[src/rtl/div_ctrl_if.sv]
// Handshake and operand bundle between the ex stage and the divide sequencer.
// master = ex-stage requester, slave = div_ctrl.
interface div_ctrl_if #(
    parameter int DATA_W = 32
);
    logic              start_i;
    logic              annul_i;
    logic              signed_i;
    logic              rem_i;
    logic [DATA_W-1:0] op1_i;
    logic [DATA_W-1:0] op2_i;
    logic [DATA_W-1:0] result_o;
    logic              ready_o;
    logic              stall_req_o;
    logic              busy_o;

    modport master (
        output start_i, annul_i, signed_i, rem_i, op1_i, op2_i,
        input  result_o, ready_o, stall_req_o, busy_o
    );

    modport slave (
        input  start_i, annul_i, signed_i, rem_i, op1_i, op2_i,
        output result_o, ready_o, stall_req_o, busy_o
    );
endinterface

[src/rtl/div_ctrl.sv]
// RV32M DIV/DIVU/REM/REMU sequencer: 32-step restoring divide plus single-cycle
// divide-by-zero and signed-overflow paths; holds the pipeline until ready_o.
module div_ctrl #(
    parameter int DATA_W = 32,
    parameter int CNT_W  = 6
) (
    input  logic        clk,
    input  logic        rst,
    div_ctrl_if.slave   bus
);
    typedef enum logic [1:0] {IDLE, BUSY, DONE} state_t;

    localparam logic [CNT_W-1:0]  CNT_LAST = CNT_W'(DATA_W - 1);
    localparam logic [DATA_W-1:0] MIN_NEG  = {1'b1, {(DATA_W-1){1'b0}}};
    localparam logic [DATA_W-1:0] ALL_ONES = {DATA_W{1'b1}};

    state_t            state_q, state_d;
    logic [CNT_W-1:0]  cnt_q, cnt_d;
    logic [DATA_W-1:0] rem_q, rem_d;
    logic [DATA_W-1:0] quo_q, quo_d;
    logic [DATA_W-1:0] dvs_q, dvs_d;
    logic [DATA_W-1:0] result_q, result_d;
    logic              neg_quo_q, neg_quo_d;
    logic              neg_rem_q, neg_rem_d;
    logic              rem_sel_q, rem_sel_d;
    logic              ready_q, ready_d;

    logic              op1_neg, op2_neg;
    logic [DATA_W-1:0] op1_mag, op2_mag;
    logic [DATA_W:0]   trial_rem, trial_diff;
    logic [DATA_W-1:0] quo_fix, rem_fix;

    assign op1_neg    = bus.signed_i & bus.op1_i[DATA_W-1];
    assign op2_neg    = bus.signed_i & bus.op2_i[DATA_W-1];
    assign op1_mag    = op1_neg ? -bus.op1_i : bus.op1_i;
    assign op2_mag    = op2_neg ? -bus.op2_i : bus.op2_i;

    // The dividend register doubles as the quotient: its MSB shifts into the
    // partial remainder while the new quotient bit enters at the LSB.
    assign trial_rem  = {rem_q, quo_q[DATA_W-1]};
    assign trial_diff = trial_rem - {1'b0, dvs_q};

    assign quo_fix    = neg_quo_q ? -quo_q : quo_q;
    assign rem_fix    = neg_rem_q ? -rem_q : rem_q;

    always_comb begin
        state_d   = state_q;
        cnt_d     = cnt_q;
        rem_d     = rem_q;
        quo_d     = quo_q;
        dvs_d     = dvs_q;
        result_d  = result_q;
        neg_quo_d = neg_quo_q;
        neg_rem_d = neg_rem_q;
        rem_sel_d = rem_sel_q;
        ready_d   = ready_q;

        case (state_q)
            IDLE: begin
                ready_d  = 1'b0;
                result_d = '0;
                if (bus.start_i && !bus.annul_i) begin
                    rem_sel_d = bus.rem_i;
                    if (bus.op2_i == '0) begin
                        quo_d     = ALL_ONES;
                        rem_d     = bus.op1_i;
                        neg_quo_d = 1'b0;
                        neg_rem_d = 1'b0;
                        state_d   = DONE;
                    end else if (bus.signed_i && bus.op1_i == MIN_NEG && bus.op2_i == ALL_ONES) begin
                        quo_d     = MIN_NEG;
                        rem_d     = '0;
                        neg_quo_d = 1'b0;
                        neg_rem_d = 1'b0;
                        state_d   = DONE;
                    end else begin
                        quo_d     = op1_mag;
                        dvs_d     = op2_mag;
                        rem_d     = '0;
                        cnt_d     = '0;
                        neg_quo_d = op1_neg ^ op2_neg;
                        neg_rem_d = op1_neg;
                        state_d   = BUSY;
                    end
                end
            end
            BUSY: begin
                if (!trial_diff[DATA_W]) begin
                    rem_d = trial_diff[DATA_W-1:0];
                    quo_d = {quo_q[DATA_W-2:0], 1'b1};
                end else begin
                    rem_d = trial_rem[DATA_W-1:0];
                    quo_d = {quo_q[DATA_W-2:0], 1'b0};
                end
                cnt_d = cnt_q + CNT_W'(1);
                if (cnt_q == CNT_LAST) begin
                    state_d = DONE;
                end
            end
            DONE: begin
                if (bus.start_i) begin
                    ready_d  = 1'b1;
                    result_d = rem_sel_q ? rem_fix : quo_fix;
                end else begin
                    ready_d  = 1'b0;
                    result_d = '0;
                    state_d  = IDLE;
                end
            end
            default: begin
                state_d = IDLE;
            end
        endcase

        // Flush wins over everything, including a start in the same cycle.
        if (bus.annul_i) begin
            state_d  = IDLE;
            ready_d  = 1'b0;
            result_d = '0;
        end
    end

    always_ff @(posedge clk) begin
        if (rst) begin
            state_q   <= IDLE;
            cnt_q     <= '0;
            rem_q     <= '0;
            quo_q     <= '0;
            dvs_q     <= '0;
            result_q  <= '0;
            neg_quo_q <= 1'b0;
            neg_rem_q <= 1'b0;
            rem_sel_q <= 1'b0;
            ready_q   <= 1'b0;
        end else begin
            state_q   <= state_d;
            cnt_q     <= cnt_d;
            rem_q     <= rem_d;
            quo_q     <= quo_d;
            dvs_q     <= dvs_d;
            result_q  <= result_d;
            neg_quo_q <= neg_quo_d;
            neg_rem_q <= neg_rem_d;
            rem_sel_q <= rem_sel_d;
            ready_q   <= ready_d;
        end
    end

    assign bus.result_o    = result_q;
    assign bus.ready_o     = ready_q;
    assign bus.busy_o      = (state_q != IDLE);
    assign bus.stall_req_o = bus.start_i & ~ready_q & ~bus.annul_i & ~rst;
endmodule

[src/flat_wrapper.sv]
// flat-port wrapper written by rule: the top's interface ports become plain ports
module div_ctrl_flat 
#(
    parameter int DATA_W = 32,
    parameter int CNT_W  = 6
)
  (clk, rst, bus_start_i, bus_annul_i, bus_signed_i, bus_rem_i, bus_op1_i, bus_op2_i, bus_result_o, bus_ready_o, bus_stall_req_o, bus_busy_o);
  div_ctrl_if #(.DATA_W(DATA_W)) bus_i ();
  input  logic clk;
  input  logic rst;
  input wire logic [$bits(bus_i.start_i)-1:0] bus_start_i;
  input wire logic [$bits(bus_i.annul_i)-1:0] bus_annul_i;
  input wire logic [$bits(bus_i.signed_i)-1:0] bus_signed_i;
  input wire logic [$bits(bus_i.rem_i)-1:0] bus_rem_i;
  input wire logic [$bits(bus_i.op1_i)-1:0] bus_op1_i;
  input wire logic [$bits(bus_i.op2_i)-1:0] bus_op2_i;
  output wire logic [$bits(bus_i.result_o)-1:0] bus_result_o;
  output wire logic [$bits(bus_i.ready_o)-1:0] bus_ready_o;
  output wire logic [$bits(bus_i.stall_req_o)-1:0] bus_stall_req_o;
  output wire logic [$bits(bus_i.busy_o)-1:0] bus_busy_o;
  assign bus_i.start_i = bus_start_i;
  assign bus_i.annul_i = bus_annul_i;
  assign bus_i.signed_i = bus_signed_i;
  assign bus_i.rem_i = bus_rem_i;
  assign bus_i.op1_i = bus_op1_i;
  assign bus_i.op2_i = bus_op2_i;
  assign bus_result_o = bus_i.result_o;
  assign bus_ready_o = bus_i.ready_o;
  assign bus_stall_req_o = bus_i.stall_req_o;
  assign bus_busy_o = bus_i.busy_o;
  div_ctrl #(.DATA_W(DATA_W), .CNT_W(CNT_W)) u_core (.clk(clk), .rst(rst), .bus(bus_i));
endmodule
[config.mk]
export PLATFORM = sky130hd
export DESIGN_NAME = div_ctrl_flat
export DESIGN_NICKNAME = d
export VERILOG_FILES = /design/src/rtl/div_ctrl_if.sv /design/src/rtl/div_ctrl.sv /design/src/flat_wrapper.sv
export SDC_FILE = /design/constraint.sdc
export NUM_CORES = 1
export LEC_CHECK = 0
export ABC_AREA = 1
export BUFFER_PORTS_ARGS = -buffer_cell sky130_fd_sc_hd__buf_2
export CAP_MARGIN = 0
export CORE_UTILIZATION = 26
export CTS_BUF_LIST = sky130_fd_sc_hd__clkbuf_16
export CTS_CLUSTER_SIZE = 40
export DETAILED_ROUTE_END_ITERATION = 8
export GPL_ROUTABILITY_DRIVEN = 0
export PLACE_DENSITY = 0.39
export SYNTH_ARGS = -nofsm -noshare
export SYNTH_HDL_FRONTEND = slang
export SYNTH_SLANG_ARGS = --single-unit
[constraint.sdc]
create_clock -name clk -period 4.2 [get_ports clk]
set_input_delay 0.84 -clock clk [delete_from_list [all_inputs] [get_ports clk]]
set_output_delay 0.84 -clock clk [all_outputs]
set_load 0.02 [all_outputs]
==> run_results.csv <==
group,metric,value,unit
global_route,grt_pass1_wl,86800,um
power_and_ir_drop,power.density,355,mW/mm2
detailed_routing,viasPerCell,4.87,
synth,synth_top_area_frac,0.216,
sta,slew_headroom,0.361,
sta,setup_viol,0,
status,status,"finished clean",
setup_path,slowest_delay,0.54,ns
clocking,clkTransAtPathRegs,0.07,ns
power_and_ir_drop,intPower,2.86,mW
setup_path,r2r-start,"u_core.state_q[0]",
sta,fin_crit,2.84,ns
synth,avgSynthCellArea,5.66,um2
detailed_routing,ant_nets,0,
floorplan,die_w,225,um
synth,synth-edff-count,0,
setup_path,crit_type,"in2reg",
placed_design,dp_hpwl,47600,um
min_path,min-delay-start,"u_core.bus.result_o[1]",
setup_path,path_cells,"buf_2 -> inv_1 -> ha_1 -> nand3_2 -> nor2_4 -> nand3_2 -> nor2_4 -> nand3_2 -> nor2_4 -> inv_2 -> o21ai_0 -> nor2_1 -> nor2_1",
synth,ys_warn_count,0,
detailed_routing,vias,14755,
setup_path,crit_start,"bus_op2_i[0]",
clocking,cts_sinks,140,
setup_path,crit_fanout,22,
setup_path,r2r_cells,9,
setup_path,slowest_stage,"nor2_4",
floorplan,die_h,225,um
clocking,ctsHoldBuffers,0,
power_and_ir_drop,p_leak,6.95,nW
clocking,ctsResizeCount,0,
sta,slew_viol_final,0,
global_route,track_usage,0.232,
clocking,cts-root-buf,"clkbuf_16",
setup_path,reg2reg_slack,1.42,ns
synth,synth_flop_cell,"dfxtp_1",
power_and_ir_drop,p_clk_frac,0.303,
cells_and_area,final_cell_area,0.0147,mm2
sta,fin_crit_sh,0.676,
cells_and_area,nets,2461,
cells_and_area,drive_above_1_share,0.101,
sta,worst_pin_slew,0.947,ns
placed_design,portBuffers,104,
power_and_ir_drop,max-vdd-ir-drop,0.296,mV
power_and_ir_drop,p_switching,2.34,mW
synth,synth.net_count,2401,
clocking,ctsLongestPathBuffers,2,
synth,async_flop_share,0,
sta,fin_setup_tns,0,ns
global_route,antenna_found_initial,1,
sta,fin_worst_skew,0.0240,ns
synth,ys_ff_latch,140,
global_route,grt_max_degree,52,
floorplan,initial_utilization,0.265,
floorplan,dieArea,0.0508,mm2
detailed_routing,wl,58300,um
placed_design,detailedPlace.worstSlack,0.929,ns
min_path,hold_depth,2,
power_and_ir_drop,p_seq_frac,0.290,
setup_path,cp-end-kind,"flip-flop",
placed_design,place_area,0.0141,mm2
global_route,grt_pass1_vias,13868,
min_path,hp-class,"reg2reg",
synth,synthCells,2292,
synth,ys_types,51,
clocking,cts_max_level,4,
min_path,holdPathEnd,"u_core.bus.result_o[1]",
setup_path,worstPathArrival,3.23,ns
sta,hold_viol,0,
cells_and_area,instances_no_fill,3030,
setup_path,r2r-end,"u_core.rem_q[20]",
detailed_routing,dr.first_iter.drc_count,1197,
sta,setup_ws,1.36,ns
detailed_routing,firstDrtPassIters,5,
setup_path,start_kind,"input port",
clocking,clk_latency,0.47,ns
floorplan,std_cell_rows,81,
detailed_routing,wl_per_cell,19.3,um
sta,clock.fmax,352,MHz
detailed_routing,drc_errors,0,
clocking,cts_tree,"built",
placed_design,dp_cells,2997,
synth,synth_largest_area_cell,"dfxtp_1",
synth,ys_seq_area_frac,0.216,
synth,synthesis.area,0.0130,mm2
setup_path,required,4.59,ns
clocking,cts_buffers,17,
floorplan,boundaryPins,105,
synth,post_synth_main_area_contributors,"dfxtp_1 (22%), nand2_1 (19%), inv_1 (9.0%)",
cells_and_area,syn_to_final_growth,13.0,%
clocking,post_cts_buffers,0,
global_route,overflow,0,
cells_and_area,final_core_util,0.299,
sta,rsz0062_at_grt,"no",
power_and_ir_drop,pwr-share-comb,0.407,
job,drv_cap,0,
floorplan,core,0.0491,mm2
power_and_ir_drop,p_sw_frac,0.450,
==> power groups by stage <==
stage                     registers, mW  logic (mW)  clock network [mW]
after CTS                          1.51        2.12                1.62
final                              1.51        2.12                1.58
after detailed placement           1.54        2.11                   0
after floorplan                    1.48        1.50                   0
after global routing               1.52        2.39                1.66
after global placement             1.54        2.12                   0
==> synth_stat cells (all sizes together), types with 2 or more instances <==
library cell  instances
a21o                  2
a21oi               199
a31oi                14
and2                  2
and3                  2
buf                  26
clkbuf               53
clkinv                2
dfxtp               140
ha                   38
inv                 331
nand2               691
nand3               200
nand3b                4
nand4                28
nor2                248
nor3                 31
nor4                  5
o211ai                9
o21ai               172
o22ai                11
o311ai                4
o31ai                 2
or2                   7
xnor2                11
xor2                 56
==> worst max-delay path by stage <==
| stage | endpoint | slack [ns] | cells after the start |
|---|---|---|---|
| 2_1_floorplan | bus_stall_req_o | 1.45 | 4 |
| 3_3_place_gp | u_core.rem_q[31] | 0.92 | 13 |
| 3_5_place_dp | u_core.rem_q[31] | 0.93 | 13 |
| 4_1_cts | u_core.rem_q[31] | 1.42 | 11 |
| 5_1_grt | u_core.rem_q[31] | 1.18 | 13 |
| 6_report | u_core.rem_q[31] | 1.36 | 13 |
==> metrics by stage <==
step	hold WS, ns	power [mW]
after floorplan	0.435	2.98
after global placement	0.443	3.66
after detailed placement	0.448	3.65
after CTS	0.459	5.25
after global routing	0.478	5.57
final	0.456	5.21
==> layout by cell type, fill, tap and decap left out, types with 13 or more instances in the layout <==
cell type / synthesis / final
buf_2: 10 / 104
a21oi_1: 191 / 191
nor2_1: 234 / 234
o21ai_1: 19 / 19
dfxtp_1: 140 / 140
inv_2: 18 / 18
nor3_1: 29 / 29
inv_1: 312 / 311
ha_1: 38 / 38
a31oi_1: 14 / 14
nand2_1: 670 / 670
nand3_1: 192 / 192
xor2_1: 56 / 56
o21ai_0: 147 / 147
nand2_2: 13 / 13
buf_4: 5 / 16
nand4_1: 28 / 28
clkbuf_16: 0 / 17
==> cell type report <==
class                           instances  area [um2]
Inverter                              333        1250
Tap cell                              664         831
Clock buffer                           17         425
Clock inverter                         15         174
Multi-Input combinational cell       1740        8540
Antenna cell                            1        2.50
Sequential cell                       140        2800
Timing Repair Buffer                  120         641
Fill cell                            5713       34400
==> per-layer routing <==
layer	GRT usage	up-vias	wire (um)
li1	-	7472	-
met4	0.0893	0	1880
met3	0.0463	77	3740
met5	0	-	0
met2	0.359	472	25300
met1	0.316	6734	27500
==> critical path, delay by kind of cell <==
family / cells / cell delay (ns)
adders and majority gates: 1 / 0.19
and+or+nand+nor: 8 / 1.49
buffers and inverters: 3 / 0.31
AOI/OAI and AO/OA: 1 / 0.40
==> kinds of logic (layout without fill, tap and decap cells) <==
| logic type | after synthesis | in the layout | synth area share |
|---|---|---|---|
| compound gates | 415 | 415 | 0.171 |
| xor+xnor | 67 | 67 | 0.0452 |
| fa+ha+maj | 39 | 39 | 0.0382 |
| buf+inv | 412 | 485 | 0.126 |
| flops | 140 | 140 | 0.216 |
| other cells | 0 | 1 | 0 |
| simple gates | 1219 | 1219 | 0.403 |
==> flip-flops by register name, indices dropped and copies added, names as in the netlist, 2 cells and up <==
name                 flops
u_core.state_q           2
u_core.rem_q            32
u_core.dvs_q            32
u_core.bus.result_o     32
u_core.cnt_q             6
u_core.quo_q            32
(Power assumes the default switching activity.)
